<file path="src/rtl/trap_ctrl.sv">
// rtl/trap_ctrl.sv - trap/pipeline-flow controller sequencing CSR updates ahead of pc_reg redirects
module trap_ctrl #(
    parameter int              XLEN       = 32,
    parameter logic [XLEN-1:0] MTVEC_MASK = 32'hFFFF_FFFC
) (
    input  logic            clk,
    input  logic            rst,
    input  logic            ecall_i,
    input  logic            ebreak_i,
    input  logic            mret_i,
    input  logic            int_req_i,
    input  logic [XLEN-1:0] inst_addr_i,
    input  logic            jump_flag_ex_i,
    input  logic [XLEN-1:0] jump_addr_ex_i,
    input  logic            hold_ex_i,
    input  logic [XLEN-1:0] csr_mtvec_i,
    input  logic [XLEN-1:0] csr_mepc_i,
    input  logic [XLEN-1:0] csr_mstatus_i,
    output logic            csr_we_o,
    output logic [XLEN-1:0] csr_waddr_o,
    output logic [XLEN-1:0] csr_wdata_o,
    output logic            csr_busy_o,
    output logic            hold_flag_o,
    output logic            jump_flag_o,
    output logic [XLEN-1:0] jump_addr_o
);

    localparam logic [XLEN-1:0] ADDR_MSTATUS = XLEN'(12'h300);
    localparam logic [XLEN-1:0] ADDR_MEPC    = XLEN'(12'h341);
    localparam logic [XLEN-1:0] ADDR_MCAUSE  = XLEN'(12'h342);
    localparam logic [XLEN-1:0] CAUSE_ECALL  = XLEN'(32'd11);
    localparam logic [XLEN-1:0] CAUSE_EBREAK = XLEN'(32'd3);
    localparam logic [XLEN-1:0] CAUSE_INT    = XLEN'(32'h8000_000B);

    typedef enum logic [2:0] {
        IDLE,
        SAVE_EPC,
        SAVE_CAUSE,
        SAVE_STATUS,
        RET_STATUS,
        JUMP
    } state_t;

    state_t          state, state_nxt;
    logic [XLEN-1:0] epc_q, cause_q;
    logic            ret_q;

    logic take_ecall, take_ebreak, take_mret, take_int;
    logic is_idle, accept_trap, accept_ret, accept;

    always_comb begin
        take_ecall  = ecall_i;
        take_ebreak = ebreak_i & ~ecall_i;
        take_mret   = mret_i & ~ecall_i & ~ebreak_i;
        take_int    = int_req_i & csr_mstatus_i[3] & ~hold_ex_i
                    & ~ecall_i & ~ebreak_i & ~mret_i;
        is_idle     = (state == IDLE);
        accept_trap = is_idle & (take_ecall | take_ebreak | take_int);
        accept_ret  = is_idle & take_mret;
        accept      = accept_trap | accept_ret;
    end

    always_ff @(posedge clk or posedge rst) begin
        if (rst) begin
            state   <= IDLE;
            epc_q   <= '0;
            cause_q <= '0;
            ret_q   <= 1'b0;
        end else begin
            state <= state_nxt;
            if (accept_trap) begin
                ret_q <= 1'b0;
                // An interrupt resumes at the instruction that would have run next.
                if (take_int) begin
                    epc_q   <= jump_flag_ex_i ? jump_addr_ex_i : inst_addr_i + XLEN'(4);
                    cause_q <= CAUSE_INT;
                end else begin
                    epc_q   <= inst_addr_i;
                    cause_q <= take_ecall ? CAUSE_ECALL : CAUSE_EBREAK;
                end
            end else if (accept_ret) begin
                ret_q <= 1'b1;
            end
        end
    end

    always_comb begin
        state_nxt   = state;
        csr_we_o    = 1'b0;
        csr_waddr_o = '0;
        csr_wdata_o = '0;
        jump_flag_o = 1'b0;
        jump_addr_o = '0;
        case (state)
            IDLE: begin
                if (accept_trap) begin
                    state_nxt = SAVE_EPC;
                end else if (accept_ret) begin
                    state_nxt = RET_STATUS;
                end else begin
                    jump_flag_o = jump_flag_ex_i;
                    jump_addr_o = jump_addr_ex_i;
                end
            end
            SAVE_EPC: begin
                state_nxt   = SAVE_CAUSE;
                csr_we_o    = 1'b1;
                csr_waddr_o = ADDR_MEPC;
                csr_wdata_o = epc_q;
            end
            SAVE_CAUSE: begin
                state_nxt   = SAVE_STATUS;
                csr_we_o    = 1'b1;
                csr_waddr_o = ADDR_MCAUSE;
                csr_wdata_o = cause_q;
            end
            SAVE_STATUS: begin
                state_nxt      = JUMP;
                csr_we_o       = 1'b1;
                csr_waddr_o    = ADDR_MSTATUS;
                csr_wdata_o    = csr_mstatus_i;
                csr_wdata_o[7] = csr_mstatus_i[3];
                csr_wdata_o[3] = 1'b0;
            end
            RET_STATUS: begin
                state_nxt      = JUMP;
                csr_we_o       = 1'b1;
                csr_waddr_o    = ADDR_MSTATUS;
                csr_wdata_o    = csr_mstatus_i;
                csr_wdata_o[3] = csr_mstatus_i[7];
                csr_wdata_o[7] = 1'b1;
            end
            JUMP: begin
                // CSR writes from the previous states are already visible on the taps here.
                state_nxt   = IDLE;
                jump_flag_o = 1'b1;
                jump_addr_o = ret_q ? csr_mepc_i : (csr_mtvec_i & MTVEC_MASK);
            end
            default: state_nxt = IDLE;
        endcase
    end

    assign csr_busy_o  = ~is_idle;
    assign hold_flag_o = hold_ex_i | (~is_idle & (state != JUMP)) | accept;

endmodule

</file>
<file path="config.mk">
export PLATFORM = sky130hd
export DESIGN_NAME = trap_ctrl
export DESIGN_NICKNAME = d
export VERILOG_FILES = /design/src/rtl/trap_ctrl.sv
export SDC_FILE = /design/constraint.sdc
export NUM_CORES = 1
export LEC_CHECK = 0
export CAP_MARGIN = 10
export CELL_PAD_IN_SITES_DETAIL_PLACEMENT = 1
export CELL_PAD_IN_SITES_GLOBAL_PLACEMENT = 1
export CORE_ASPECT_RATIO = 1.25
export CORE_MARGIN = 2
export CORE_UTILIZATION = 26
export CTS_CLUSTER_SIZE = 8
export DETAILED_ROUTE_END_ITERATION = 16
export GPL_TIMING_DRIVEN = 0
export PLACE_DENSITY_LB_ADDON = 0.1
export SLEW_MARGIN = 20
export SYNTH_ARGS = -nofsm -noshare
export SYNTH_HDL_FRONTEND = slang
export SYNTH_SLANG_ARGS = --single-unit
</file>
<file path="constraint.sdc">
create_clock -name clk -period 3 [get_ports clk]
set_input_delay 0.3 -clock clk [delete_from_list [all_inputs] [get_ports clk]]
set_output_delay 0.3 -clock clk [all_outputs]
set_load 0.03 [all_outputs]
</file>
# Word level (Yosys, flattened, before mapping)
# Index checks and enable logic that the tools add are counted.
# totals
reg_bits	68
in_bits	168
output_inout_bits	100
wordCells	56
# op_classes
n_addsub	1
eq_ne	7
n_mux	19
n_bitwise	21
n_reduce_logical	4
# op_table
operator	n
$mux W32	6
$pmux W32 S4	1
$pmux W32 S2	1
$add A32 B3 Y32 const B	1
$pmux W10 S3	1
$pmux W3 S4	1
$and A1 B1 Y1	11
$eq A3 B2 Y1 const B	2
$eq A3 B3 Y1 const B	2
$mux W3	2
$mux W1	5
$not A1 Y1	5
$or A1 B1 Y1	5
$mux W4	1
$reduce_or A4 Y1	1
$eq A3 B1 Y1 const B	1
$logic_not A3 Y1	1
$ne A3 B1 Y1 const B	1
$ne A3 B3 Y1 const B	1
$pmux W1 S2	1
$reduce_bool A2 Y1	1
$reduce_or A2 Y1	1

# Longest topological paths before layout
# Gate-level depths: netlist of run 1.
# depth
ltp_word	9
mapped_depth	8
ltp_nobuf	6

# Worst setup path after synthesis of run 1
# No wires, ideal clock.
# synth_path
path_type	flip-flop to output port
from	register state[1]
to	output csr_waddr_o[9]
t_arrival_ns	1.992
required_ns	2.700
slack_ns	0.708
stages_incl_launch_ff	6
path_buffers	2
cell_sequence	dfrtp_1 -> clkbuf_1 -> nor3b_1 -> or2_2 -> or2_2 -> buf_4
# synth_between
elab_chain_len	3
elab_cells_between_ends	6
cone_classes	4 x eq/ne; 1 x mux; 1 x reduce/logical
# synth_rtl
item	line	source
start: declaration	44	state_t state, state_nxt;
start signal: assignment	70	state <= state_nxt;
$eq A3 B3 Y1 or $eq A3 B2 Y1 (tied branches)	94	case (state)
$reduce_or A2 Y1 (no source line)	-	
$pmux W10 S3 (*)	94	
end: declaration	20	output logic [XLEN-1:0] csr_waddr_o,
# Every way passes the cells marked *; elsewhere a longest branch is shown, timed or not.

# Worst setup path in the final report of run 1
# layout_path
from	input mret_i
to	register epc_q[2]
# layout_between
elab_chain_len	4
elab_cells_between_ends	5
cone_classes	1 x mux; 4 x bitwise
# layout_rtl
item	line	source
start: declaration	10	input logic mret_i,
$not A1 Y1 (*)	56	& ~ecall_i & ~ebreak_i & ~mret_i;
$and A1 B1 Y1 (*)	56	
$or A1 B1 Y1	58	accept_trap = is_idle & (take_ecall | take_ebreak | take_int);
$and A1 B1 Y1	58	
end signal: assignment	75	epc_q <= jump_flag_ex_i ? jump_addr_ex_i : inst_addr_i + XLEN'(4);
end signal: assignment	78	epc_q <= inst_addr_i;
end: declaration	45	logic [XLEN-1:0] epc_q, cause_q;
# Marked as above.
# A chain may end at the register's enable or synchronous reset.

==> impl_metrics.yaml, run 1 <==
timing:
  setup_slack_ns: 0.07156
  max_freq_mhz: 341.5
  setup_violations: 0
  post-route-period-util_pct: 97.61
  holdWs_ns: 0.3285
  final-hold-violation-count: 0
  slew_viol_final: 0
  fin_setup_tns_ns: 0
  relSlewSlack_pct: 46.65
  tightestPinTransition_ns: 0.7937
  fin_skew_ns: 0.003292
  fin_crit_ns: 2.928
  grt_setup_unrepaired: "false"
clock_tree:
  path_clk_slew_ns: 0.06
  root_buffer: "clkbuf_16"
  cts.path.max_buffers: 2
  tritoncts: "done"
  cts-htree-levels: 2
  cts.sinks: 39
  numCtsBuffers: 5
  insertion_delay_ns: 0.29
placed_design:
  placed_area_sq_um: 6845
  routabilityCongestion: 0.8921
  place_inst: 1040
  dp_hpwl_mm: 18.39
  port_buffers: 236
  pre_cts_slack_ns: -0.9385
floorplanning:
  dieArea_sq_um: 16800
  initial_utilization_pct: 26.44
  die_x_microns: 116.3
  die_y_microns: 144.4
  core_sq_um: 15510
  num_rows: 51
  io_pins: 268
layout:
  final_nets: 1006
  fillers: 1941
  drive_gt1_share_pct: 12.78
  stdcell_count: 1049
  area_delta_synth_final_pct: 70.28
  diodes: 0
  final_core_util_pct: 45.03
  design_area_sq_um: 6982
grt:
  grt_usage_pct: 26.52
  grt_antenna_before_repair: 0
  grt_start_max_net_pins: 24
  grt-ovfl-total: 0
  grt_pass1_vias: 5929
  grt_pass1_wl_mm: 33.44
worst_setup_path:
  crit_path_end_kind: "register"
  r2r_slack_ns: 0.27
  crit_path_max_fanout: 10
  start_kind: "input port"
  worst-endpoint-required_ns: 3.13
  r2r_start: "state[1]$_DFFE_PP0P_"
  r2r.worst_path.cells: 7
  timing.rr.end: "epc_q[2]$_DFFE_PP0P_"
  criticalPathCategory: "in2reg"
  arrival_ns: 3.06
power_and_ir_drop:
  p_sw_mw: 2.713
  swShare_pct: 50.88
  intPower_mw: 2.620
  power.density_nw_per_um2: 763.9
  seq_power_share_pct: 17.5
  power_frac_comb_pct: 72.0
  ir_drop_v: 0.0003077
  power_mw: 5.333
  leakagePower_nw: 2.989
  power_frac_clock_pct: 10.4
drt:
  dr.first_iter.drc_count: 349
  firstDrtPassIters: 5
  ant_nets: 0
  drc: 0
  wl_per_cell_microns: 21.61
  viasPerCell: 5.342
  finalWirelength_mm: 22.66
  vias: 5604
yosys:
  synth_area_sq_um: 4100
  ys_seq_area_share_pct: 23.80
  synthSimpleGateAreaFrac_pct: 24.81
  synth_compound_area_share_pct: 30.30
  synthCells: 565
  synth.distinct_cells: 58
  synth_edf_count: 0
  yosysWarnings: 0
  yosys_most_used_dff: "dfrtp_1"
  synthArstFlopShare_pct: 100.0
  synth_fa_ha_area_share_pct: 0.3052
  synth_top_family_by_area: "compound AO/OA/AOI/OAI gates"
  synth_xor_area_share_pct: 0.6408
  syn_avg_cell_area_sq_um: 7.257
  synthMuxAreaShare_pct: 9.612
  synth-seq-cells: 39
min_path:
  min_path_type: "in2async"
job:
  drv_cap: 0
status:
  status: "complete, no violations"
==> synthesized netlist by cell type, types with 2 or more instances <==
| library cell | n | area, sq um |
|---|---|---|
| o22ai_1 | 5 | 31.28 |
| a21o_1 | 8 | 60.06 |
| o221ai_1 | 2 | 17.52 |
| o211ai_1 | 4 | 30.03 |
| and4_1 | 4 | 35.03 |
| o21ai_0 | 66 | 330.3 |
| and3b_1 | 2 | 17.52 |
| or3_1 | 3 | 18.77 |
| and2_1 | 5 | 31.28 |
| a31oi_1 | 12 | 75.07 |
| nor4_2 | 2 | 25.02 |
| nor2_1 | 32 | 120.1 |
| dfrtp_1 | 39 | 975.9 |
| a311o_1 | 2 | 20.02 |
| nand3_2 | 2 | 20.02 |
| xor2_1 | 3 | 26.28 |
| a221oi_1 | 3 | 26.28 |
| a21oi_1 | 33 | 165.2 |
| mux2i_1 | 36 | 360.4 |
| mux2_2 | 3 | 33.78 |
| nor4_1 | 4 | 25.02 |
| nand2b_1 | 4 | 25.02 |
| nor3b_1 | 2 | 15.01 |
| nand3b_1 | 2 | 15.01 |
| buf_4 | 28 | 210.2 |
| nor3_1 | 7 | 35.03 |
| a32o_1 | 2 | 20.02 |
| inv_1 | 10 | 37.54 |
| clkbuf_1 | 38 | 142.6 |
| nand4_1 | 17 | 106.4 |
| nand3_1 | 14 | 70.07 |
| o21ai_1 | 4 | 20.02 |
| a22o_1 | 27 | 236.5 |
| or2_2 | 6 | 37.54 |
| buf_1 | 2 | 7.510 |
| o22a_1 | 6 | 52.55 |
| a221o_1 | 3 | 30.03 |
| and3_1 | 4 | 25.02 |
| o31ai_1 | 6 | 45.04 |
| a211oi_1 | 3 | 22.52 |
| or4_1 | 2 | 15.01 |
| nand2_1 | 87 | 326.6 |
| buf_2 | 6 | 30.03 |
==> cell type report <==
class                           instances  area [sq um]  area share (%)
Clock buffer                            6         138.9           1.989
Buffer                                 74         414.1           5.932
Sequential cell                        39         975.9           13.98
Inverter                               10         37.54          0.5376
Tap cell                              212         265.3           3.799
Clock inverter                          1         5.005         0.07168
Multi-Input combinational cell        468          2824           40.45
Timing Repair Buffer                  239          2321           33.24
==> worst max-delay path: stages <==
cell	delay, ns
clkdlybuf4s50_1	0.67
nor4bb_4	0.11
buf_4	0.20
o21ai_0	0.38
clkbuf_1	0.56
clkbuf_1	0.60
o21ai_0	0.22
==> cells by family after synthesis <==
kind of cell	count (synthesis)
simple gates	205
compound gates	193
buf+inv	84
mux	39
flops	39
xor+xnor	3
fa+ha+maj	1
other cells	1
==> registers in the layout (all words and copies together), names as in the netlist <==
signal   cells
ret_q        1
cause_q      3
epc_q       32
state        3
==> per-layer routing <==
metal	GRT usage, %	wire length, microns	vias to the layer above
li1	-	-	2576
met1	30.46	8808	2724
met4	9.398	693	0
met5	0	0	-
met3	4.904	1603	42
met2	48.50	11560	262
==> power groups by stage <==
stage                     Clock (mW)  Sequential [mW]  Combinational (mW)
after floorplan                    0            0.867                2.28
after global placement             0            0.932                3.81
after detailed placement           0            0.942                3.88
after CTS                      0.564            0.932                3.87
after global routing           0.580            0.959                4.09
final                          0.557            0.935                3.84
==> worst max-delay path by stage <==
stage,start,end,slack [ns],cells after the start
detailed placement,ecall_i,jump_addr_o[28],-0.94,8
CTS,ecall_i,jump_addr_o[28],-0.05,9
floorplan,state[1]$_DFFE_PP0P_,csr_waddr_o[9],0.71,5
finish,mret_i,epc_q[2]$_DFFE_PP0P_,0.07,7
global placement,ecall_i,jump_addr_o[28],-0.97,8
global route,state[1]$_DFFE_PP0P_,csr_wdata_o[3],0.003,6
==> placed cells by master (no fill, tap or decap), types with 12 or more instances in the layout <==
cell type / instances
a21oi_1: 33
a22o_1: 27
a31oi_1: 12
buf_4: 32
clkbuf_1: 24
clkbuf_2: 33
clkdlybuf4s50_1: 192
conb_1: 27
dfrtp_1: 39
mux2i_1: 36
nand2_1: 87
nand3_1: 14
nand4_1: 17
nor2_1: 32
o21ai_0: 66
==> what timing repair did <==
item,in CTS,in global routing
setup endpoints to repair,64,52
hold buffers,0,0
buffers inserted,2,0
gates resized for setup,80,72
pin swaps,1,0
(Power assumes the default switching activity.)
==> run 2: changes to the inputs <==
--- a/config.mk
+++ b/config.mk
@@ -14,8 +14,10 @@
 export CTS_CLUSTER_SIZE = 8
 export DETAILED_ROUTE_END_ITERATION = 16
 export GPL_TIMING_DRIVEN = 0
+export HOLD_SLACK_MARGIN = 0.02
 export PLACE_DENSITY_LB_ADDON = 0.1
 export SLEW_MARGIN = 20
 export SYNTH_ARGS = -nofsm -noshare
 export SYNTH_HDL_FRONTEND = slang
 export SYNTH_SLANG_ARGS = --single-unit
+export TNS_END_PERCENT = 10
==> run 2 against run 1 <==
Compared with the run above: register-to-register slack worse by 0.13 ns; die area unchanged; cell count did not move; combinational power about the same; global-route usage stayed put.
==> impl_metrics.yaml, run 2 (synthesis results as in run 1) <==
status:
  status: "complete, no violations"
floorplanning:
  core_sq_um: 15510
  num_rows: 51
  die_x_microns: 116.3
  die_y_microns: 144.4
  dieArea_sq_um: 16800
  initial_utilization_pct: 26.44
  io_pins: 268
clock_tree:
  tritoncts: "done"
  cts.sinks: 39
  path_clk_slew_ns: 0.06
  postCtsHoldBufs: 0
  numCtsBuffers: 5
  cts-htree-levels: 2
  root_buffer: "clkbuf_16"
  insertion_delay_ns: 0.29
  cts.path.max_buffers: 2
layout:
  final_common_cell: "clkdlybuf4s50_1"
  largest_reg_flops: 32
  top_regs: "epc_q x32, cause_q x3, state x3"
  top_register: "epc_q"
  drive_gt1_share_pct: 11.71
  final_nets: 1006
  diodes: 0
  final_cell_mix: "192 x clkdlybuf4s50_1, 87 x nand2_1, 66 x o21ai_0"
  area_delta_synth_final_pct: 70.61
  design_area_sq_um: 6995
worst_setup_path:
  r2r.worst_path.cells: 8
  r2r_start: "state[1]$_DFFE_PP0P_"
  arrival_ns: 2.65
  worst-endpoint-required_ns: 2.70
  start_kind: "input port"
  critPathLaunch: "ecall_i"
  crit_path_max_fanout: 10
  criticalPathCategory: "in2out"
  r2r_slack_ns: 0.14
  crit_path_end_kind: "output port"
drt:
  dr.first_iter.drc_count: 322
  viasPerCell: 5.303
  wl_per_cell_microns: 21.55
  ant_nets: 0
  drc: 0
  finalWirelength_mm: 22.61
  vias: 5563
  firstDrtPassIters: 5
timing:
  tightestPinTransition_ns: 0.7996
  relSlewSlack_pct: 46.69
  slew_viol_final: 0
  max_freq_mhz: 339.4
  setup_violations: 0
  fin_setup_tns_ns: 0
  final-hold-violation-count: 0
  setup_slack_ns: 0.05386
  fin_crit_ns: 2.946
  grt_setup_unrepaired: "true"
  fin_skew_ns: 0.002448
  post-route-period-util_pct: 98.20
grt:
  grt_pass1_wl_mm: 33.44
  grt_usage_pct: 26.52
  grt_pass1_vias: 5929
  grt_antenna_before_repair: 0
  grt_start_max_net_pins: 24
  grt-ovfl-total: 0
power_and_ir_drop:
  power_frac_comb_pct: 72.0
  leakagePower_nw: 2.981
  ir_drop_v: 0.0003072
  power_mw: 5.327
  power.density_nw_per_um2: 761.4
  p_sw_mw: 2.708
  intPower_mw: 2.619
  seq_power_share_pct: 17.6
  swShare_pct: 50.83
  power_frac_clock_pct: 10.5
placed_design:
  pre_cts_slack_ns: -0.9385
  routabilityCongestion: 0.8921
  port_buffers: 236
  placed_area_sq_um: 6845
  dp_hpwl_mm: 18.39
min_path:
  min_path_type: "in2async"
job:
  drv_cap: 0
==> run 2: layout make-up <==
cell class / instances / area (sq um)
timing repair buffer: 239 / 2338
sequential: 39 / 975.9
multi-input combinational: 468 / 2824
fill: 1941 / 8511
inverter: 10 / 37.54
buffer: 74 / 410.4
clock inverter: 1 / 5.005
tap: 212 / 265.3
clock buffer: 6 / 138.9
==> run 2: worst max-delay path, cell delays in order <==
cell and delay (ns):
clkdlybuf4s50_1 0.45, or2_2 0.35, clkbuf_2 0.24, nor4_4 0.29, buf_4 0.19, clkbuf_2 0.24
nand2_1 0.08, o21ai_0 0.08, clkdlybuf4s15_1 0.42
==> run 2: per-stage QoR <==
step                hold WS [ns]  util (%)  std cells
floorplan                 0.4266         -        591
CTS                       0.3443     45.33       1049
global placement          0.4540     44.02       1039
detailed placement        0.4712     44.15       1040
finish                    0.3285     45.11       1049
global route              0.3685     45.11       1049
==> run 2: timing repair <==
item | CTS | global route
gates resized for setup | 76 | 58
endpoints found under the setup margin | 64 | 52
buffers inserted | 2 | 0
pin swaps | 1 | 0
==> run 2: path summary, 6_finish.rpt <==
kind | endpoint
setup / recovery | jump_addr_o[10]
hold / removal | epc_q[20]$_DFFE_PP0P_
setup reg to reg | epc_q[2]$_DFFE_PP0P_
hold reg to reg | cause_q[1]$_DFFE_PP0P_
max in group asynchronous | epc_q[7]$_DFFE_PP0P_
min in group clk | epc_q[8]$_DFFE_PP0P_
==> run 2: layer usage <==
layer / vias up / wire length [microns] / global-route usage, %
li1: 2579 / - / -
met1: 2698 / 8817 / 30.46
met2: 245 / 11520 / 48.50
met3: 41 / 1591 / 4.904
met4: 0 / 684 / 9.398
met5: - / 0 / 0
==> run 2: power by group through the flow <==
stage | Sequential (mW) | Combinational, mW | Clock (mW)
after floorplan | 0.867 | 2.28 | 0
after global placement | 0.932 | 3.81 | 0
after detailed placement | 0.942 | 3.88 | 0
after CTS | 0.932 | 3.87 | 0.564
after global routing | 0.959 | 4.09 | 0.580
final | 0.935 | 3.83 | 0.557
